**config.mk**
```make
export PLATFORM = sky130hd
export DESIGN_NAME = niosII_system_sysid_cmp
export DESIGN_NICKNAME = d
export VERILOG_FILES = /design/src/rtl/niosII_system_sysid_pkg.sv /design/src/rtl/niosII_system_sysid_cmp.sv
export SDC_FILE = /design/constraint.sdc
export NUM_CORES = 1
export LEC_CHECK = 0
export CAP_MARGIN = 20
export CORE_UTILIZATION = 13
export CTS_CLUSTER_DIAMETER = 120
export CTS_CLUSTER_SIZE = 20
export DETAILED_ROUTE_END_ITERATION = 16
export GPL_TIMING_DRIVEN = 0
export PLACE_DENSITY = 0.78
export SLEW_MARGIN = 10
export SYNTH_ARGS = -nofsm -noshare
export SYNTH_HDL_FRONTEND = slang
export SYNTH_SLANG_ARGS = --single-unit
```
**constraint.sdc**
```tcl
create_clock -name clock -period 1.6 [get_ports clock]
set_input_delay 0.48 -clock clock [delete_from_list [all_inputs] [get_ports clock]]
set_output_delay 0.48 -clock clock [all_outputs]
set_load 0.03 [all_outputs]
```
**src/rtl/niosII_system_sysid_pkg.sv**
```systemverilog
// Shared definitions for the system-ID boot checker: FSM encoding,
// sysid slave word addresses and datapath widths.
package niosII_system_sysid_pkg;

    localparam int DATA_W   = 32;
    localparam int SETTLE_W = 8;

    localparam logic SYSID_ADDR_ID = 1'b0;
    localparam logic SYSID_ADDR_TS = 1'b1;

    typedef enum logic [2:0] {
        ST_SETTLE  = 3'd0,
        ST_RD_ID   = 3'd1,
        ST_RD_TS   = 3'd2,
        ST_COMPARE = 3'd3,
        ST_DONE    = 3'd4,
        ST_FAIL    = 3'd5
    } state_t;

    // The CPU owns the sysid slave only once checking has ended.
    function automatic logic is_idle(input state_t st);
        return (st == ST_DONE) || (st == ST_FAIL);
    endfunction

endpackage

```
**src/rtl/niosII_system_sysid_cmp.sv**
```systemverilog
// Dual 32-bit equality compare. all_match is the live result used by the
// FSM decision; id_ok/ts_ok hold the result latched on the load strobe.
module niosII_system_sysid_cmp
    import niosII_system_sysid_pkg::*;
#(
    parameter logic [DATA_W-1:0] EXPECTED_ID        = 32'd0,
    parameter logic [DATA_W-1:0] EXPECTED_TIMESTAMP = 32'd1486319916
) (
    input  logic              clock,
    input  logic              reset_n,
    input  logic              load,
    input  logic [DATA_W-1:0] id_word,
    input  logic [DATA_W-1:0] ts_word,
    output logic              all_match,
    output logic              id_ok,
    output logic              ts_ok
);

    logic [DATA_W-1:0] word     [2];
    logic [DATA_W-1:0] expected [2];
    logic              match    [2];
    logic              ok_reg   [2];

    assign word[0]     = id_word;
    assign word[1]     = ts_word;
    assign expected[0] = EXPECTED_ID;
    assign expected[1] = EXPECTED_TIMESTAMP;

    genvar gi;
    generate
        for (gi = 0; gi < 2; gi++) begin : g_lane
            assign match[gi] = (word[gi] == expected[gi]);

            // Latch this lane's compare result when the FSM is in COMPARE.
            always_ff @(posedge clock or negedge reset_n) begin
                if (!reset_n) begin
                    ok_reg[gi] <= 1'b0;
                end else if (load) begin
                    ok_reg[gi] <= match[gi];
                end
            end
        end
    endgenerate

    assign all_match = match[0] & match[1];
    assign id_ok     = ok_reg[0];
    assign ts_ok     = ok_reg[1];

endmodule

```
==> Implementation_results.wiki, run 1 <==
{| class="wikitable"
! Metric !! Value
|-
| Result of the run || complete, but fails checks
|-
| Violated checks || negative setup slack
|-
| Congestion Overflow GR || 0
|-
| Worst Hold Class || in2async
|-
| Number of nets in the layout || around 170
|-
| Period Utilization, post-route || 133%
|-
| Via count of the first global-routing pass || approximately 650
|-
| Bufs on Longest Clock Path || 2
|-
| Die Footprint || ~2200 um2
|-
| Number of different library cells in the post-synthesis netlist || 11
|-
| Number of primary I/O pins || 70
|-
| DPL Wire Length || about 1300 um
|-
| Number of flops mapped to enable cells by yosys || 0
|-
| Final hold viol count || 0
|-
| Leak || a little under 0.5 nW
|-
| Number of instances in the synthesized netlist || 28
|-
| Main combinational cell family by area after synthesis || simple AND/OR/NAND/NOR gates
|-
| Worst Reg2Reg Path Length in Cells || 2
|-
| Drt total wl || about 1700 um
|-
| Synthesized-area fraction occupied by ao, oa, aoi and oai cells || 5.80%
|-
| Portion of synthesized cell area occupied by the leading cell type || 19.3%
|-
| Setup Total Neg Slack || -0.535 ns
|-
| Largest cells by area after synthesis || dfrtp_1 19%, nor4_1 19%, nor4bb_1 12%
|-
| Global-route wire length before repair || approximately 2400 um
|-
| Worst Path Class, Setup || in2out
|-
| FP Rows || 15
|-
| Power per cell area || roughly 320 nW/um2
|-
| Warnings from Yosys || 0
|-
| Number of antenna violations at the first check in global routing || 0
|-
| Data arrival, critical path || about 1.7 ns
|-
| Core Box Area || 1800 um2
|-
| Die extent in y || ~47 um
|-
| Buffers on Ports || 69
|-
| Cell Chain, Critical Path || dlygate4sd2_1 -> nor4_1 -> nand4_1 -> nor4_4 -> buf_4
|-
| Sinks on the clock net || 2
|-
| Capturing element type of the critical path || output port
|-
| Vias per inst || between 4 and 5
|-
| Fin. max-slew vios || 0
|-
| Clock skew || 0 ns
|-
| Pin count of the biggest net entering global routing || 5
|-
| Die span in x || 46.6 um
|-
| Required time reported for the critical path endpoint || between 1 and 1.5 ns
|-
| Total design power || approximately 320 uW
|-
| R2r setup slk || 0.98 ns
|-
| Transition time at the pin with the least slew margin || about 0.34 ns
|-
| Most frequent cells after synthesis || 8 x nor4_1, 4 x nand4_1, 3 x nor4bb_1
|-
| TritonCTS clock tree || built
|-
| Number of nets with antenna violations after routing || 0
|-
| Synthesized area per cell || 9.25 um2
|-
| Most instantiated library cell after synthesis || nor4_1
|-
| Number of storage elements in the synthesis netlist || 2
|-
| Clock latency of the later-clocked register in the worst-skew pair || around 0.23 ns
|-
| Maximum fanout along the worst path || 2
|-
| Post-CTS clock slew at the launch and capture registers of the worst setup and hold paths || 0.03 ns
|-
| Antenna diode count || 0
|-
| Pre-CTS setup slack || -1.33 ns
|-
| Max-cap violations || 0
|-
| Worst slew slack as a fraction of its limit || roughly 77%
|-
| Cell area after technology mapping || 259 um2
|-
| Initial cell density of the core || approximately 14%
|-
| Fraction of synthesized cell area in xor and xnor cells || 0%
|-
| Remaining DRCs || 0
|-
| Final standard cell utilization of the core || 55.6%
|-
| Sequential cell area fraction in the yosys report || approximately a fifth
|-
| Worst IR drop on VDD || ~0.13 mV
|-
| Area growth from synthesis to layout || 287%
|-
| Number of iterations in the first detailed-routing pass || 1
|-
| Total of fill cells in the finished design || between 150 and 200
|-
| RSZ-0062 raised after global routing || true
|-
| Largest stage delay on the critical path || between 0.2 and 0.3 ns
|-
| Total clock buffers created by CTS || 3
|-
| Post-synth net total || 95
|-
| Reg-to-Reg End || ts_ok$_DFFE_PN0P_
|-
| Ys async rst share || 100%
|-
| Source of the worst register-to-register timing path || ts_ok$_DFFE_PN0P_
|-
| 1st-iter DRT viols || 0
|-
| Total of endpoints with negative setup slack in the final report || 1
|-
| Slowest CP cell || nor4_1
|-
| Ratio of cells with drive above 1 in the final layout || around three fifths
|-
| Total number of vias || between 500 and 600
|-
| Global-route usage over all layers || roughly 16%
|-
| Fin crit period || between 2 and 2.5 ns
|-
| Depth of the CTS H-tree || 1
|-
| Achievable frequency || 468 MHz
|-
| Synthesized-area fraction occupied by and/or/nand/nor cells || between 70% and 80%
|-
| Non-Filler Cell Area, Final || approximately 1000 um2
|-
| Portion of netlist area occupied by mux cells || 0%
|-
| Final weighted congestion in routability-driven placement || between 0.6 and 0.7
|-
| Final worst-path setup slack || -0.535 ns
|-
| Most frequently used flop master after synthesis || dfrtp_1
|-
| Most area-hungry cell type in the Yosys netlist || dfrtp_1
|-
| Worst setup SP type || primary input
|-
| Area post-placement || ~1000 um2
|-
| Cell at the root of the clock tree || clkbuf_4
|-
| Adder and majority cell fraction of the synthesized area || 0%
|-
| WL per Instance || about 13 um
|}
-- metal layers --
layer / part of all wire (%) / routed length [um] / GRT usage (%)
met4: 1.5 / 25 / 8.00
met2: 58 / 983 / 29.4
met1: 34 / 574 / 16.9
met3: 6.8 / 115 / 2.35
met5: 0 / 0 / 0
-- layout by cell type, fill, tap and decap left out, types with 2 or more instances in the layout --
| cell type | n |
|---|---|
| and4bb_2 | 2 |
| buf_2 | 22 |
| buf_4 | 6 |
| buf_6 | 10 |
| clkbuf_2 | 10 |
| clkbuf_4 | 3 |
| clkdlybuf4s15_1 | 12 |
| clkdlybuf4s50_1 | 2 |
| dfrtp_1 | 2 |
| dlygate4sd2_1 | 12 |
| nand2_1 | 2 |
| nand4_1 | 4 |
| nor4_1 | 2 |
| nor4_2 | 3 |
| nor4_4 | 4 |
| nor4b_4 | 2 |
| nor4bb_4 | 2 |
| o31ai_1 | 2 |
-- report_power, final --
group	switching (mW)	internal [mW]	total, mW
combinational	0.0474	0.107	0.155
sequential	0.0000000000186	0.0510	0.0510
clock	0.0325	0.0830	0.115
total	0.0798	0.241	0.321
-- cell families (layout without fill, tap and decap cells) --
logic type / after synthesis / after routing
flip-flops: 2 / 2
AO/OA/AOI/OAI: 2 / 2
AND/OR/NAND/NOR: 23 / 23
buffers and inverters: 1 / 78
-- registers in the layout, indices dropped and copies added, names as in the netlist --
signal and count:
id_ok 1, ts_ok 1
-- stage by stage --
step | std cells | hold WS (ns)
after global routing | 130 | 0.416
after detailed placement | 122 | 0.486
after global placement | 122 | 0.463
after CTS | 128 | 0.417
after floorplan | 28 | 0.184
final | 130 | 0.418
-- area by class of cell --
| cell class | count | area, um2 | share of cell area (%) |
|---|---|---|---|
| Timing Repair Buffer | 74 | 563 | 56.2 |
| Inverter | 1 | 3.75 | 0.375 |
| Sequential cell | 2 | 50.0 | 4.99 |
| Tap cell | 25 | 31.3 | 3.12 |
| Clock buffer | 3 | 22.5 | 2.25 |
| Multi-Input combinational cell | 25 | 332 | 33.1 |
-- timing repair --
item / 4_1_cts / 5_1_grt
endpoints found under the setup margin: 3 / 1
hold buffers: 0 / 0
resized for setup: 171 / 35
pin swaps: 21 / 14
setup buffers: 3 / 2
-- how the worst max path moves through the flow --
| stage | startpoint | end | slack, ns | depth (start not counted) |
|---|---|---|---|---|
| final | id_word[27] | all_match | -0.53 | 5 |
| after global routing | id_word[3] | all_match | -0.60 | 5 |
| after CTS | ts_word[4] | all_match | -0.43 | 5 |
| after detailed placement | id_word[6] | all_match | -1.33 | 5 |
| after global placement | ts_word[13] | all_match | -1.34 | 5 |
| after floorplan | id_word[11] | all_match | -0.30 | 3 |
-- worst max-delay path: cells and delay by family --
kind / cells / cell delay [ns]
and+or+nand+nor: 3 / 0.74
buffers and inverters: 2 / 0.44
No activity file was read; power rests on OpenSTA's default activity.
==> run 2: changes to the inputs <==
--- a/config.mk
+++ b/config.mk
@@ -11,7 +11,7 @@
 export CTS_CLUSTER_SIZE = 20
 export DETAILED_ROUTE_END_ITERATION = 16
 export GPL_TIMING_DRIVEN = 0
-export PLACE_DENSITY = 0.78
+export PLACE_DENSITY = 0.83
 export SLEW_MARGIN = 10
 export SYNTH_ARGS = -nofsm -noshare
 export SYNTH_HDL_FRONTEND = slang
==> run 2 against run 1 <==
Net effect:
- the flow still finishes with violations (negative setup slack)
- design area rose by 1.0%
- sequential cell count is the same
- critical path depth unchanged
- via count increased by 1.7%
- global-route usage down 1.6 points
- worst setup slack better by 0.10 ns
- register-to-register slack about the same
- cell count grew 0.77%
- clock power barely moved
==> Implementation_results.wiki, run 2 (synthesis results as in run 1) <==
{| class="wikitable"
! Metric !! Value
|-
| Source of the worst register-to-register timing path || ts_ok$_DFFE_PN0P_
|-
| Final worst-path setup slack || -0.435 ns (+0.0997 ns)
|-
| Via count of the first global-routing pass || 564 (-13%)
|-
| Number of nets in the layout || 175 (+0.57%)
|-
| Remaining DRCs || 0 (unchanged)
|-
| Combinational power share || 47.3% (-0.9 points)
|-
| Capturing element type of the critical path || output port
|-
| Data arrival, critical path || 1.56 ns (-0.09 ns)
|-
| FP Rows || 15 (unchanged)
|-
| Setup Total Neg Slack || -0.435 ns (+0.0997 ns)
|-
| Final weighted congestion in routability-driven placement || 0.622 (-9.3%)
|-
| Bufs on Longest Clock Path || 2 (unchanged)
|-
| Global-route usage over all layers || 14.2% (-1.6 points)
|-
| Final hold viol count || 0 (unchanged)
|-
| Antenna diode count || 0 (unchanged)
|-
| Slowest CP cell || nor4_2
|-
| Congestion Overflow GR || 0 (unchanged)
|-
| Die extent in y || 46.6 um (unchanged)
|-
| Buffers on Ports || 69 (unchanged)
|-
| Clock skew || 0 ns (unchanged)
|-
| Violated checks || negative setup slack
|-
| Power per cell area || 311 nW/um2 (-2.9%)
|-
| Depth of the CTS H-tree || 1 (unchanged)
|-
| Worst setup SP type || primary input
|-
| Drt total wl || 1750 um (+2.6%)
|-
| Worst slew slack as a fraction of its limit || 79.6% (+2.4 points)
|-
| Global-route wire length before repair || 2240 um (-6.1%)
|-
| DPL Wire Length || 1430 um (+6.8%)
|-
| Sinks on the clock net || 2 (unchanged)
|-
| Period Utilization, post-route || 127% (-6.2 points)
|-
| Initial cell density of the core || 14.4% (unchanged)
|-
| Required time reported for the critical path endpoint || 1.12 ns (about the same)
|-
| Commonest cells after routing, fill and taps aside || 25 x clkdlybuf4s15_1, 19 x buf_2, 12 x clkbuf_2
|-
| Source of the critical timing path || id_word[2]
|-
| Worst Hold Class || in2async
|-
| Total clock buffers created by CTS || 3 (unchanged)
|-
| Sequential cell area || 50.0 um2 (unchanged)
|-
| Vias per inst || 4.47 (+0.96%)
|-
| Worst IR drop on VDD || 0.153 mV (+17%)
|-
| Max-cap violations || 0 (unchanged)
|-
| Total of endpoints with negative setup slack in the final report || 1 (unchanged)
|-
| Pin count of the biggest net entering global routing || 5 (unchanged)
|-
| TritonCTS clock tree || built
|-
| Die span in x || 46.6 um (unchanged)
|-
| Footprint of the multi-input gates || 323 um2 (-2.6%)
|-
| Number of nets with antenna violations after routing || 0 (unchanged)
|-
| Number of primary I/O pins || 70 (unchanged)
|-
| Post-CTS clock slew at the launch and capture registers of the worst setup and hold paths || 0.03 ns (about the same)
|-
| Achievable frequency || 491 MHz (+4.9%)
|-
| Total of fill cells in the finished design || 181 (-4.2%)
|-
| Total number of vias || 586 (+1.7%)
|-
| Commonest non-fill, non-tap cell in the layout || clkdlybuf4s15_1
|-
| Worst Path Class, Setup || in2out
|-
| Result of the run || complete, but fails checks
|-
| Cell Chain, Critical Path || clkdlybuf4s15_1 -> nor4_2 -> nand4_1 -> nor4_4 -> buf_6
|-
| Cell at the root of the clock tree || clkbuf_4
|-
| Clock latency of the later-clocked register in the worst-skew pair || 0.22 ns (about the same)
|-
| Leak || 0.468 nW (-3.1%)
|-
| Fin. max-slew vios || 0 (unchanged)
|-
| Total internal power || 238 uW (-1.3%)
|-
| Ratio of cells with drive above 1 in the final layout || 56.6% (-5.3 points)
|-
| RSZ-0062 raised after global routing || true
|-
| 1st-iter DRT viols || 2 (+2)
|-
| Clock network power share || 36.5% (+0.6 points)
|-
| Share of power burned in registers || 16.2% (+0.3 points)
|-
| WL per Instance || 13.3 um (+1.9%)
|-
| Number of iterations in the first detailed-routing pass || 4 (+3)
|-
| Fin crit period || 2.04 ns (-0.0997 ns)
|-
| R2r setup slk || 0.98 ns (about the same)
|-
| Final standard cell utilization of the core || 56.2% (+0.56 points)
|-
| Maximum fanout along the worst path || 2 (unchanged)
|-
| Transition time at the pin with the least slew margin || 0.307 ns (-0.0315 ns)
|-
| Number of antenna violations at the first check in global routing || 0 (unchanged)
|-
| Switch share || 24.4% (-0.50 points)
|-
| Die Footprint || 2170 um2 (unchanged)
|-
| Core Box Area || 1800 um2 (unchanged)
|-
| Area growth from synthesis to layout || 291%
|-
| Total net switching power || 76.7 uW (-3.9%)
|-
| Largest stage delay on the critical path || 0.29 ns (+0.03 ns)
|}
==> run 2: routing by layer <==
metal  GRT usage [%]  vias up  routed length, um
met4            1.71        0                 19
met2            26.7       34               1030
met1            16.2      265                582
li1                -      285                  -
met3            3.92        2                111
met5               0        -                  0
==> run 2: what timing repair did <==
action | CTS | global route
endpoints found under the hold margin | 0 | 0
pin swaps | 21 | 14
hold buffers | 0 | 0
buffers inserted | 4 | 2
resized for setup | 154 | 38
setup endpoints to repair | 3 | 1
cloned | 0 | 0
==> run 2: worst paths after layout <==
path / endpoint / depth (start not counted)
max: all_match / 5
max in group asynchronous: id_ok$_DFFE_PN0P_ / 1
min reg2reg: id_ok$_DFFE_PN0P_ / 2
min: ts_ok$_DFFE_PN0P_ / 1
max reg2reg: ts_ok$_DFFE_PN0P_ / 2
min in group clock: id_ok$_DFFE_PN0P_ / 2
==> run 2: area by class of cell <==
type | count | share of cell area (%)
inverter | 1 | 0.371
sequential | 2 | 4.94
tap | 25 | 3.09
clock buffer | 3 | 2.22
timing repair buffer | 75 | 57.5
multi-input combinational | 25 | 31.9
==> run 2: worst max-delay path: cells and delay by family <==
family                 cells  cell delay, ns
and+or+nand+nor            3            0.73
buffers and inverters      2            0.35
==> run 2: through the flow <==
stage | std cells | hold slack [ns] | power, mW | area, um2 | setup slack, ns
3_5_place_dp | 122 | 0.483 | 0.241 | 1040 | -1.35
3_3_place_gp | 122 | 0.463 | 0.237 | 1040 | -1.31
2_1_floorplan | 28 | 0.184 | 0.0686 | 319 | -0.304
6_report | 131 | 0.416 | 0.315 | 1010 | -0.435
5_1_grt | 131 | 0.417 | 0.336 | 1010 | -0.507
4_1_cts | 129 | 0.411 | 0.315 | 1000 | -0.425
==> run 2: power by group through the flow <==
stage / registers [mW] / clock network (mW) / logic (mW)
after floorplan: 0.0515 / 0 / 0.0171
after global placement: 0.0515 / 0 / 0.185
after detailed placement: 0.0515 / 0 / 0.189
after CTS: 0.0509 / 0.120 / 0.144
after global routing: 0.0509 / 0.127 / 0.158
final: 0.0509 / 0.115 / 0.149
==> run 3: changes to the inputs <==
--- a/config.mk
+++ b/config.mk
@@ -6,11 +6,13 @@
 export NUM_CORES = 1
 export LEC_CHECK = 0
 export CAP_MARGIN = 20
+export CORE_MARGIN = 2
 export CORE_UTILIZATION = 13
 export CTS_CLUSTER_DIAMETER = 120
 export CTS_CLUSTER_SIZE = 20
 export DETAILED_ROUTE_END_ITERATION = 16
 export GPL_TIMING_DRIVEN = 0
+export HOLD_SLACK_MARGIN = 0.1
 export PLACE_DENSITY = 0.83
 export SLEW_MARGIN = 10
 export SYNTH_ARGS = -nofsm -noshare
==> constraint.sdc (replaced) <==
create_clock -name clock -period 1.6 [get_ports clock]
set_input_delay 0.24 -clock clock [delete_from_list [all_inputs] [get_ports clock]]
set_output_delay 0.24 -clock clock [all_outputs]
set_load 0.03 [all_outputs]
==> run 3 against run 2 <==
Net effect:
- combinational power decreased by 5%
- count of clock-buffer cells in the layout unchanged
- highest routed layer unchanged
- via count decreased by 1.2%
- global-route usage increased by 0.79 points
- design area decreased by 2.1%
- worst setup slack improved by 0.51 ns
- sequential cell count unchanged
- utilization decreased by 4.6 points
- sequential power about the same
- non-clock buffer count increased by 2
- the flow now finishes without violations
- critical path type unchanged
- wire length decreased by 2.1%
- sequential share of layout area increased by 0.11 points
==> Implementation_results.wiki, run 3 (synthesis results as in run 1) <==
{| class="wikitable"
! Metric !! Value
|-
| Commonest cells after routing, fill and taps aside || 23 x clkdlybuf4s15_1, 20 x clkbuf_2, 11 x buf_2
|-
| Die span in x || 48.6 um (+4.3%)
|-
| Depth of the CTS H-tree || 1 (unchanged)
|-
| Buffers on Ports || 69 (unchanged)
|-
| Period Utilization, post-route || 95.6% (-32 points)
|-
| Number of hold-repair buffers added at the cts stage || 0 (unchanged)
|-
| Cell at the root of the clock tree || clkbuf_4
|-
| Number of primary I/O pins || 70 (unchanged)
|-
| Area post-placement || 983 um2 (-5.5%)
|-
| Slowest CP cell || nor4_2
|-
| Max-cap violations || 0 (unchanged)
|-
| RSZ-0062 raised after global routing || false
|-
| Total number of vias || 579 (-1.2%)
|-
| Bufs on Longest Clock Path || 2 (unchanged)
|-
| TritonCTS clock tree || built
|-
| Non-Filler Cell Area, Final || 991 um2 (-2.1%)
|-
| Remaining DRCs || 0 (unchanged)
|-
| Commonest non-fill, non-tap cell in the layout || clkdlybuf4s15_1
|-
| Fin crit period || 1.53 ns (-0.506 ns)
|-
| Number of nets in the layout || 177 (+1.1%)
|-
| Transition time at the pin with the least slew margin || 0.306 ns (-0.000949 ns)
|-
| Fin. max-slew vios || 0 (unchanged)
|-
| Initial cell density of the core || 13.5% (-0.90 points)
|-
| Die extent in y || 48.6 um (+4.3%)
|-
| Worst slew slack as a fraction of its limit || 79.5% (-0.082 points)
|-
| Leak || 0.463 nW (-1.2%)
|-
| Capturing element type of the critical path || output port
|-
| Final hold viol count || 0 (unchanged)
|-
| FP Rows || 16 (+1)
|-
| Data arrival, critical path || 1.29 ns (-0.27 ns)
|-
| Result of the run || finished, final reports clean
|-
| Ratio of cells with drive above 1 in the final layout || 53.7% (-2.9 points)
|-
| Combined buffer and inverter count along the critical path || 2 (unchanged)
|-
| Achievable frequency || 654 MHz (+33%)
|-
| Cell Chain, Critical Path || dlygate4sd2_1 -> and4b_1 -> nand4_1 -> nor4_2 -> buf_4
|-
| Total of endpoints with negative setup slack in the final report || 0 (-1)
|-
| Die Footprint || 2370 um2 (+8.8%)
|-
| Post-CTS clock slew at the launch and capture registers of the worst setup and hold paths || 0.03 ns (about the same)
|-
| Worst setup SP type || primary input
|-
| Final weighted congestion in routability-driven placement || 0.626 (+0.56%)
|-
| Sinks on the clock net || 2 (unchanged)
|-
| Drt total wl || 1710 um (-2.1%)
|-
| Via count of the first global-routing pass || 670 (+19%)
|-
| Maximum fanout along the worst path || 2 (unchanged)
|-
| Total clock buffers created by CTS || 3 (unchanged)
|-
| 1st-iter DRT viols || 3 (+1)
|-
| Final worst-path setup slack || 0.0705 ns (+0.506 ns)
|-
| Required time reported for the critical path endpoint || 1.36 ns (+0.24 ns)
|-
| Area growth from synthesis to layout || 283%
|-
| Number of nets with antenna violations after routing || 0 (unchanged)
|-
| Worst Reg2Reg Path Length in Cells || 2 (unchanged)
|-
| Power per cell area || 308 nW/um2 (-0.98%)
|-
| Total of fill cells in the finished design || 205 (+13%)
|-
| Worst Hold Class || in2async
|-
| CP Depth || 5 (unchanged)
|-
| Antenna diode count || 0 (unchanged)
|-
| Pin count of the biggest net entering global routing || 5 (unchanged)
|-
| Clock skew || 0 ns (unchanged)
|-
| WL per Instance || 12.7 um (-5.0%)
|-
| Pre-CTS setup slack || -0.880 ns (+0.470 ns)
|-
| Core Box Area || 1920 um2 (+6.7%)
|-
| Vias per inst || 4.29 (-4.1%)
|-
| Crit path max-delay family || simple AND/OR/NAND/NOR gates
|-
| Number of iterations in the first detailed-routing pass || 2 (-2)
|-
| Largest stage delay on the critical path || 0.32 ns (+0.03 ns)
|-
| Worst IR drop on VDD || 0.203 mV (+33%)
|-
| Global-route wire length before repair || 2750 um (+23%)
|-
| Clock latency of the later-clocked register in the worst-skew pair || 0.22 ns (about the same)
|-
| Worst Path Class, Setup || in2out
|-
| Congestion Overflow GR || 0 (unchanged)
|-
| Number of antenna violations at the first check in global routing || 0 (unchanged)
|-
| Global-route usage over all layers || 15.0% (+0.79 points)
|}
[run 3: metrics by stage]
stage	hold WS, ns	utilization, %	std cells	setup TNS [ns]	power (mW)
after floorplan	-0.0556	-	28	0	0.0654
after global placement	0.410	51.2	124	-0.823	0.225
after detailed placement	0.417	51.2	124	-0.880	0.228
after CTS	0.180	52.1	134	0	0.299
after global routing	0.180	51.6	135	0	0.326
final	0.182	51.6	135	0	0.305
[run 3: final timing paths]
kind | slack [ns] | end | start
worst max-delay path | 0.07 | all_match | ts_word[23]
worst min-delay path | 0.18 | ts_ok$_DFFE_PN0P_ | reset_n
worst max register to register | 0.96 | id_ok$_DFFE_PN0P_ | id_ok$_DFFE_PN0P_
worst min register to register | 0.49 | ts_ok$_DFFE_PN0P_ | ts_ok$_DFFE_PN0P_
max in group asynchronous | 1.29 | id_ok$_DFFE_PN0P_ | reset_n
min in group clock | 0.45 | ts_ok$_DFFE_PN0P_ | ts_word[29]
[run 3: power by group]
part	total (mW)	internal, mW	switching, mW	leakage (nW)
combinational	0.141	0.102	0.0393	0.421
clock	0.113	0.0828	0.0301	0.0138
sequential	0.0510	0.0510	0.0000000000213	0.0280
total	0.305	0.236	0.0695	0.463
[run 3: routing by layer]
layer | global-route usage [%] | up-vias | part of all wire (%)
met3 | 4.63 | 4 | 9.5
met2 | 31.7 | 36 | 59
met1 | 12.4 | 250 | 30
li1 | - | 289 | -
met4 | 5.71 | 0 | 1.8
met5 | 0 | - | 0
[run 3: area by class of cell]
cell class                 count  area, um2  area share (%)
timing repair buffer          77        588            59.3
multi-input combinational     25        293            29.5
sequential                     2       50.0            5.05
tap                           27       33.8            3.41
clock buffer                   3       22.5            2.27
inverter                       1       3.75           0.379
[run 3: what timing repair did]
| item | 4_1_cts | 5_1_grt |
|---|---|---|
| resized for setup | 123 | 60 |
| pin swaps | 22 | 17 |
| endpoints found under the setup margin | 1 | 2 |
| buffers inserted | 8 | 1 |
